==> src/rtl/cfg_loader_pkg.sv <==
// Shared types, CRC constants and stream-geometry helpers for the fabric config loader.
package cfg_loader_pkg;

  typedef enum logic [2:0] {
    IDLE,
    LOAD,
    CHECK,
    DONE,
    ERROR
  } cfg_state_e;

  localparam int          CRC_W    = 16;
  localparam logic [15:0] CRC_POLY = 16'h1021;
  localparam logic [15:0] CRC_INIT = 16'hFFFF;

  function automatic int cfg_total(input int io_w, input int cb1_w, input int cblr_w,
                                   input int sel_w, input int lut_w, input int sb_w);
    return io_w + cb1_w + cblr_w + sel_w + lut_w + sb_w;
  endfunction

  function automatic int cfg_data_beats(input int total, input int word_w);
    return (total + word_w - 1) / word_w;
  endfunction

  function automatic int cfg_crc_beats(input int word_w);
    return (CRC_W + word_w - 1) / word_w;
  endfunction

endpackage

==> src/rtl/cfg_crc16.sv <==
// CRC-16-CCITT over one WORD_W-bit beat per cycle, MSB-first; clr reloads the init value.
module cfg_crc16
  import cfg_loader_pkg::*;
#(
  parameter int WORD_W = 8
) (
  input  logic              clk,
  input  logic              reset,
  input  logic              clr,
  input  logic              en,
  input  logic [WORD_W-1:0] data,
  output logic [15:0]       crc
);

  logic [15:0] crc_nxt;

  always_comb begin
    crc_nxt = crc;
    for (int i = WORD_W - 1; i >= 0; i--) begin
      if (crc_nxt[15] ^ data[i]) crc_nxt = {crc_nxt[14:0], 1'b0} ^ CRC_POLY;
      else                       crc_nxt = {crc_nxt[14:0], 1'b0};
    end
  end

  always_ff @(posedge clk or negedge reset) begin
    if (!reset)   crc <= '0;
    else if (clr) crc <= CRC_INIT;
    else if (en)  crc <= crc_nxt;
  end

endmodule

==> src/rtl/cfg_loader.sv <==
// Streams a fabric configuration into a shadow register and commits it atomically.
// Optional CRC check of the stream is enabled with CFG_LOADER_CRC_EN.
module cfg_loader
  import cfg_loader_pkg::*;
#(
  parameter int WORD_W = 8,
  parameter int IO_W   = 20,
  parameter int CB1_W  = 300,
  parameter int CBLR_W = 120,
  parameter int SEL_W  = 9,
  parameter int LUT_W  = 144,
  parameter int SB_W   = 240
) (
  input  logic              clk,
  input  logic              reset,
  input  logic              cfg_start,
  input  logic [WORD_W-1:0] cfg_data,
  input  logic              cfg_valid,
  output logic              cfg_ready,
  output logic [IO_W-1:0]   iostream,
  output logic [CB1_W-1:0]  cbstream1,
  output logic [CBLR_W-1:0] cbstreamleft_or_right,
  output logic [SEL_W-1:0]  clb_mux_sel,
  output logic [LUT_W-1:0]  bitstream,
  output logic [SB_W-1:0]   sbstream,
  output logic              cfg_done,
  output logic              cfg_err,
  output logic              fabric_en
);

  localparam int TOTAL      = cfg_total(IO_W, CB1_W, CBLR_W, SEL_W, LUT_W, SB_W);
  localparam int DATA_BEATS = cfg_data_beats(TOTAL, WORD_W);
`ifdef CFG_LOADER_CRC_EN
  localparam int CRC_BEATS  = cfg_crc_beats(WORD_W);
`else
  localparam int CRC_BEATS  = 0;
`endif
  localparam int ALL_BEATS  = DATA_BEATS + CRC_BEATS;
  localparam int CW         = $clog2(ALL_BEATS + 1);
  // bits of the final data beat that still belong to the config; the rest is pad
  localparam int REM        = TOTAL - (DATA_BEATS - 1) * WORD_W;

  localparam logic [CW-1:0] LAST_BEAT  = CW'(ALL_BEATS - 1);
  localparam logic [CW-1:0] LAST_DATA  = CW'(DATA_BEATS - 1);
  localparam logic [CW-1:0] DATA_CNT   = CW'(DATA_BEATS);

  cfg_state_e       state, state_nxt;
  logic [CW-1:0]    beat_cnt;
  logic [TOTAL-1:0] shadow;
  logic [TOTAL-1:0] active;
  logic             cfg_loaded;
  logic             accept, data_beat, pass, commit;

  assign cfg_ready = (state == LOAD);
  assign accept    = cfg_valid && cfg_ready && !cfg_start;
  assign data_beat = accept && (beat_cnt < DATA_CNT);
  assign commit    = (state == CHECK) && pass && !cfg_start;
  assign cfg_done  = (state == DONE);
  assign cfg_err   = (state == ERROR);
  assign fabric_en = cfg_loaded && !(state inside {LOAD, CHECK});

  assign {iostream, cbstream1, cbstreamleft_or_right, clb_mux_sel, bitstream, sbstream} = active;

`ifdef CFG_LOADER_CRC_EN
  localparam int RXW = CRC_BEATS * WORD_W;

  logic [15:0]    crc;
  logic [RXW-1:0] rx_crc;

  cfg_crc16 #(.WORD_W(WORD_W)) u_crc (
    .clk   (clk),
    .reset (reset),
    .clr   (cfg_start),
    .en    (data_beat),
    .data  (cfg_data),
    .crc   (crc)
  );

  always_ff @(posedge clk or negedge reset) begin
    if (!reset)                    rx_crc <= '0;
    else if (cfg_start)            rx_crc <= '0;
    else if (accept && !data_beat) rx_crc <= (rx_crc << WORD_W) | RXW'(cfg_data);
  end

  // received CRC is left-aligned in its beats; pad sits in the low bits
  assign pass = (crc == rx_crc[RXW-1 -: 16]);
`else
  assign pass = 1'b1;
`endif

  always_comb begin
    state_nxt = state;
    if (cfg_start) state_nxt = LOAD;
    else begin
      case (state)
        LOAD:    if (accept && beat_cnt == LAST_BEAT) state_nxt = CHECK;
        CHECK:   state_nxt = pass ? DONE : ERROR;
        default: state_nxt = state;
      endcase
    end
  end

  always_ff @(posedge clk or negedge reset) begin
    if (!reset) state <= IDLE;
    else        state <= state_nxt;
  end

  always_ff @(posedge clk or negedge reset) begin
    if (!reset) begin
      beat_cnt <= '0;
      shadow   <= '0;
    end else if (cfg_start) begin
      beat_cnt <= '0;
      shadow   <= '0;
    end else if (accept) begin
      beat_cnt <= beat_cnt + CW'(1);
      if (beat_cnt == LAST_DATA)
        shadow <= {shadow[TOTAL-REM-1:0], cfg_data[WORD_W-1 -: REM]};
      else if (data_beat)
        shadow <= {shadow[TOTAL-WORD_W-1:0], cfg_data};
    end
  end

  always_ff @(posedge clk or negedge reset) begin
    if (!reset) begin
      active     <= '0;
      cfg_loaded <= 1'b0;
    end else if (commit) begin
      active     <= shadow;
      cfg_loaded <= 1'b1;
    end
  end

endmodule

==> config.mk <==
export PLATFORM = sky130hd
export DESIGN_NAME = cfg_loader
export DESIGN_NICKNAME = d
export VERILOG_FILES = /design/src/rtl/cfg_loader_pkg.sv /design/src/rtl/cfg_crc16.sv /design/src/rtl/cfg_loader.sv
export SDC_FILE = /design/constraint.sdc
export NUM_CORES = 2
export LEC_CHECK = 0
export ABC_AREA = 1
export BUFFER_PORTS_ARGS = -buffer_cell sky130_fd_sc_hd__buf_2
export CAP_MARGIN = 20
export CELL_PAD_IN_SITES_DETAIL_PLACEMENT = 1
export CELL_PAD_IN_SITES_GLOBAL_PLACEMENT = 2
export CORE_ASPECT_RATIO = 1.25
export CORE_MARGIN = 2
export CORE_UTILIZATION = 39
export DETAILED_ROUTE_END_ITERATION = 10
export GPL_TIMING_DRIVEN = 0
export PLACE_DENSITY = 0.92
export SLEW_MARGIN = 20
export SYNTH_ARGS = -nofsm -noshare
export SYNTH_HDL_FRONTEND = slang
export SYNTH_SLANG_ARGS = --single-unit
==> constraint.sdc <==
create_clock -name clk -period 5.1 [get_ports clk]
set_input_delay 1.02 -clock clk [delete_from_list [all_inputs] [get_ports clk]]
set_output_delay 1.02 -clock clk [all_outputs]
set_load 0.01 [all_outputs]
==> results.sh <==
export IMPL_cpPeakStageDelay_ns=0.80
export IMPL_grt_antenna_before_repair=8
export IMPL_ff_latch_area_mm2=0.04194
export IMPL_chipWidth_um=397.1
export IMPL_syn_nets=8246
export IMPL_multiInputGateArea_mm2=0.03055
export IMPL_final_hold_viol_count=0
export IMPL_timing_critical_path_required_ns=5.82
export IMPL_routabilityCongestion=0.9166
export IMPL_routed_wirelength_um=269800
export IMPL_clk_transition_reported_paths_ns=0.07
export IMPL_finalCriticalPeriod_ns=3.899
export IMPL_synth_seq_area_share_pct=55.68
export IMPL_run_status="finished clean"
export IMPL_hold_buffers=0
export IMPL_floorplan_die_height_um=495.4
export IMPL_initialDrtViolationCount=3362
export IMPL_vias=63650
export IMPL_postRouteAntennaNets=0
export IMPL_cp_arrival_ns=4.61
export IMPL_final_min_period_over_clock_period_pct=76.44
export IMPL_syn_cell_area_mm2=0.07533
export IMPL_ratio_of_cells_with_drive_above_1_in_the_final_layout_pct=24.02
export IMPL_dpl_hpwl_um=196200
export IMPL_io_buffers=846
export IMPL_crit_path_top_delay_cell="sky130_fd_sc_hd__nand2_1"
export IMPL_netlist_cell_type_count=21
export IMPL_max_slew_worst_pin_slew_ns=0.9915
export IMPL_dieArea_mm2=0.1967
export IMPL_flow_area_growth_from_synthesis_pct=18.15
export IMPL_postSynthCellCount=8229
export IMPL_clock_insertion_delay_worst_skew_ns=0.83
export IMPL_detailedRoute_firstPassIterationCount=5
export IMPL_clock_root_buffer="sky130_fd_sc_hd__clkbuf_16"
export IMPL_synth_area_per_cell_um2=9.154
export IMPL_detailed_place_area_mm2=0.08312
export IMPL_drt_wirelength_per_cell_um=22.56
export IMPL_finalSetupTns_ns=0
export IMPL_finalNetCount=9279
export IMPL_maxClockFrequency_mhz=256.5
export IMPL_cp_cell_sequence="buf_2 > inv_2 > nand2_1 > buf_2 > buf_2 > buf_2 > mux2_2"
export IMPL_fill_cells=22530
export IMPL_global_route_wire_length_before_repair_um=410800
export IMPL_floorplan_rows=180
export IMPL_max_slew_margin_rel_pct=33.74
export IMPL_drc=0
export IMPL_overflow=0
export IMPL_placeableCoreArea_mm2=0.1921
export IMPL_power_ir_vdd_worst_mv=0.3002
export IMPL_leakage_component_of_the_power_nw=46.03
export IMPL_final_cell_area_mm2=0.08900
export IMPL_final_setup_skew_ns=0.06154
export IMPL_power_per_cell_area_mw_per_mm2=327.5
export IMPL_via_count_of_the_first_global_routing_pass=66180
export IMPL_grt_start_max_net_pins=141
export IMPL_crit_path_start_kind="input port"
export IMPL_timing_worst_setup_path_type="in2reg"
export IMPL_io_pins=849
export IMPL_holdCritPathClass="in2async"
export IMPL_ys_seq_elements=1676
export IMPL_setup_repair_after_global_routing_missed_its_margin="false"
export IMPL_cts_buffers=172
export IMPL_synthesis_yosys_warnings=0
export IMPL_drt_vias_per_instance=5.323
export IMPL_tritoncts="yes"
export IMPL_worstPathMaxFanout=10
export IMPL_clk_path_buf_depth=3
export IMPL_htree_num_levels=4
export IMPL_number_of_setup_violations_in_the_final_report=0
export IMPL_grt_use_total_pct=26.93
export IMPL_postCtsSetupRepairBufs=0
export IMPL_max_transition_viols_final=0
export IMPL_cts_repair_resized=0
export IMPL_cp_end_kind="register"
export IMPL_timing_max_cap_violations=0
export IMPL_number_of_sinks_driven_by_the_clock_tree=1676
export IMPL_worst_path_most_repeated_cell="sky130_fd_sc_hd__buf_2"
export IMPL_start_util_pct=39.21
-- cell families after synthesis --
family | synth area share [%]
flops | 55.68
simple gates | 22.39
fa+ha+maj | 0.08305
mux | 12.45
compound gates | 5.621
buf+inv | 3.770
other cells | 0.004978
-- cell type report --
cell class | count | area share, %
clock buffer | 251 | 5.715
multi-input combinational | 5891 | 34.32
sequential | 1676 | 47.12
timing repair buffer | 859 | 5.176
clock inverter | 67 | 0.8772
tap | 2548 | 3.582
antenna | 5 | 0.01406
buffer | 646 | 3.124
inverter | 16 | 0.06748
-- flip-flops by register name, summed over array words and instances, names as in the netlist --
| name | count |
|---|---|
| active | 833 |
| beat_cnt | 7 |
| cfg_loaded | 1 |
| shadow | 833 |
| state | 2 |
-- synth_stat cells --
master | n | area (µm²)
sky130_fd_sc_hd__nor2_1 | 3 | 11.26
sky130_fd_sc_hd__conb_1 | 1 | 3.750
sky130_fd_sc_hd__inv_2 | 3 | 11.26
sky130_fd_sc_hd__nand3_1 | 840 | 4204
sky130_fd_sc_hd__a21oi_1 | 837 | 4189
sky130_fd_sc_hd__clkbuf_1 | 304 | 1141
sky130_fd_sc_hd__inv_1 | 13 | 48.80
sky130_fd_sc_hd__buf_2 | 275 | 1376
sky130_fd_sc_hd__a21oi_2 | 1 | 8.760
sky130_fd_sc_hd__ha_1 | 5 | 62.56
sky130_fd_sc_hd__dfrtp_1 | 1676 | 41940
sky130_fd_sc_hd__nand2_1 | 3357 | 12600
sky130_fd_sc_hd__o22ai_1 | 1 | 6.260
sky130_fd_sc_hd__nand4_1 | 2 | 12.51
sky130_fd_sc_hd__mux2_2 | 833 | 9380
sky130_fd_sc_hd__buf_1 | 64 | 240.2
sky130_fd_sc_hd__nor3_1 | 2 | 10.01
sky130_fd_sc_hd__o21ai_0 | 6 | 30.03
sky130_fd_sc_hd__buf_4 | 3 | 22.52
sky130_fd_sc_hd__nor2_4 | 2 | 22.52
sky130_fd_sc_hd__or3_1 | 1 | 6.260
-- layer usage --
metal  track usage, %  vias up  wire [µm]
met5                0        -          0
met1            34.00    32340     111900
met2            43.74     1777     126400
met3            8.694      429      23200
met4            8.430        0       8340
li1                 -    29110          -
-- report_power, final --
group / internal (mW) / switching, mW
registers: 13.5 / 0.168
clock network: 7.56 / 5.63
logic: 0.651 / 1.66
-- worst paths after layout --
path,start,end,slack (ns),cells after the start
max in group asynchronous,reset,shadow[272],1.44,6
min in group clk,cfg_loaded,cfg_loaded,0.48,2
worst min register to register,cfg_loaded,cfg_loaded,0.48,2
worst min-delay path,reset,active[651],0.14,1
worst max register to register,beat_cnt[0],shadow[327],1.57,10
worst max-delay path,cfg_start,active[654],1.20,7
-- layout by cell type, fill, tap and decap left out, drive strengths merged --
master,n
nand4,2
clkbuf,555
nand2,3357
mux2,833
diode,5
nor3,2
nand3,840
o21ai,6
or3,1
bufinv,12
inv,20
dfrtp,1676
buf,1201
a21oi,838
o22ai,1
conb,1
clkinvlp,8
nor2,5
clkinv,43
ha,5
-- per-stage QoR --
| step | worst slack, ns | std cells | hold WS (ns) | util (%) | power (mW) |
|---|---|---|---|---|---|
| 4_1_cts | 1.203 | 11950 | 0.1235 | 46.32 | 29.44 |
| 6_report | 1.201 | 11960 | 0.1365 | 46.33 | 29.15 |
| 2_1_floorplan | 2.678 | 8229 | 0.4349 | - | 15.05 |
| 5_1_grt | 1.015 | 11960 | 0.1388 | 46.32 | 30.11 |
| 3_3_place_gp | -34.51 | 11620 | 0.4552 | 43.07 | 16.16 |
| 3_5_place_dp | 0.3042 | 11640 | 0.4680 | 43.27 | 16.23 |
-- critical path: cells and delay by family --
kind,cells,cell delay (ns)
mux,1,0.41
buf+inv,5,2.32
simple gates,1,0.80
Note: power is estimated with default switching activity, not from simulation.
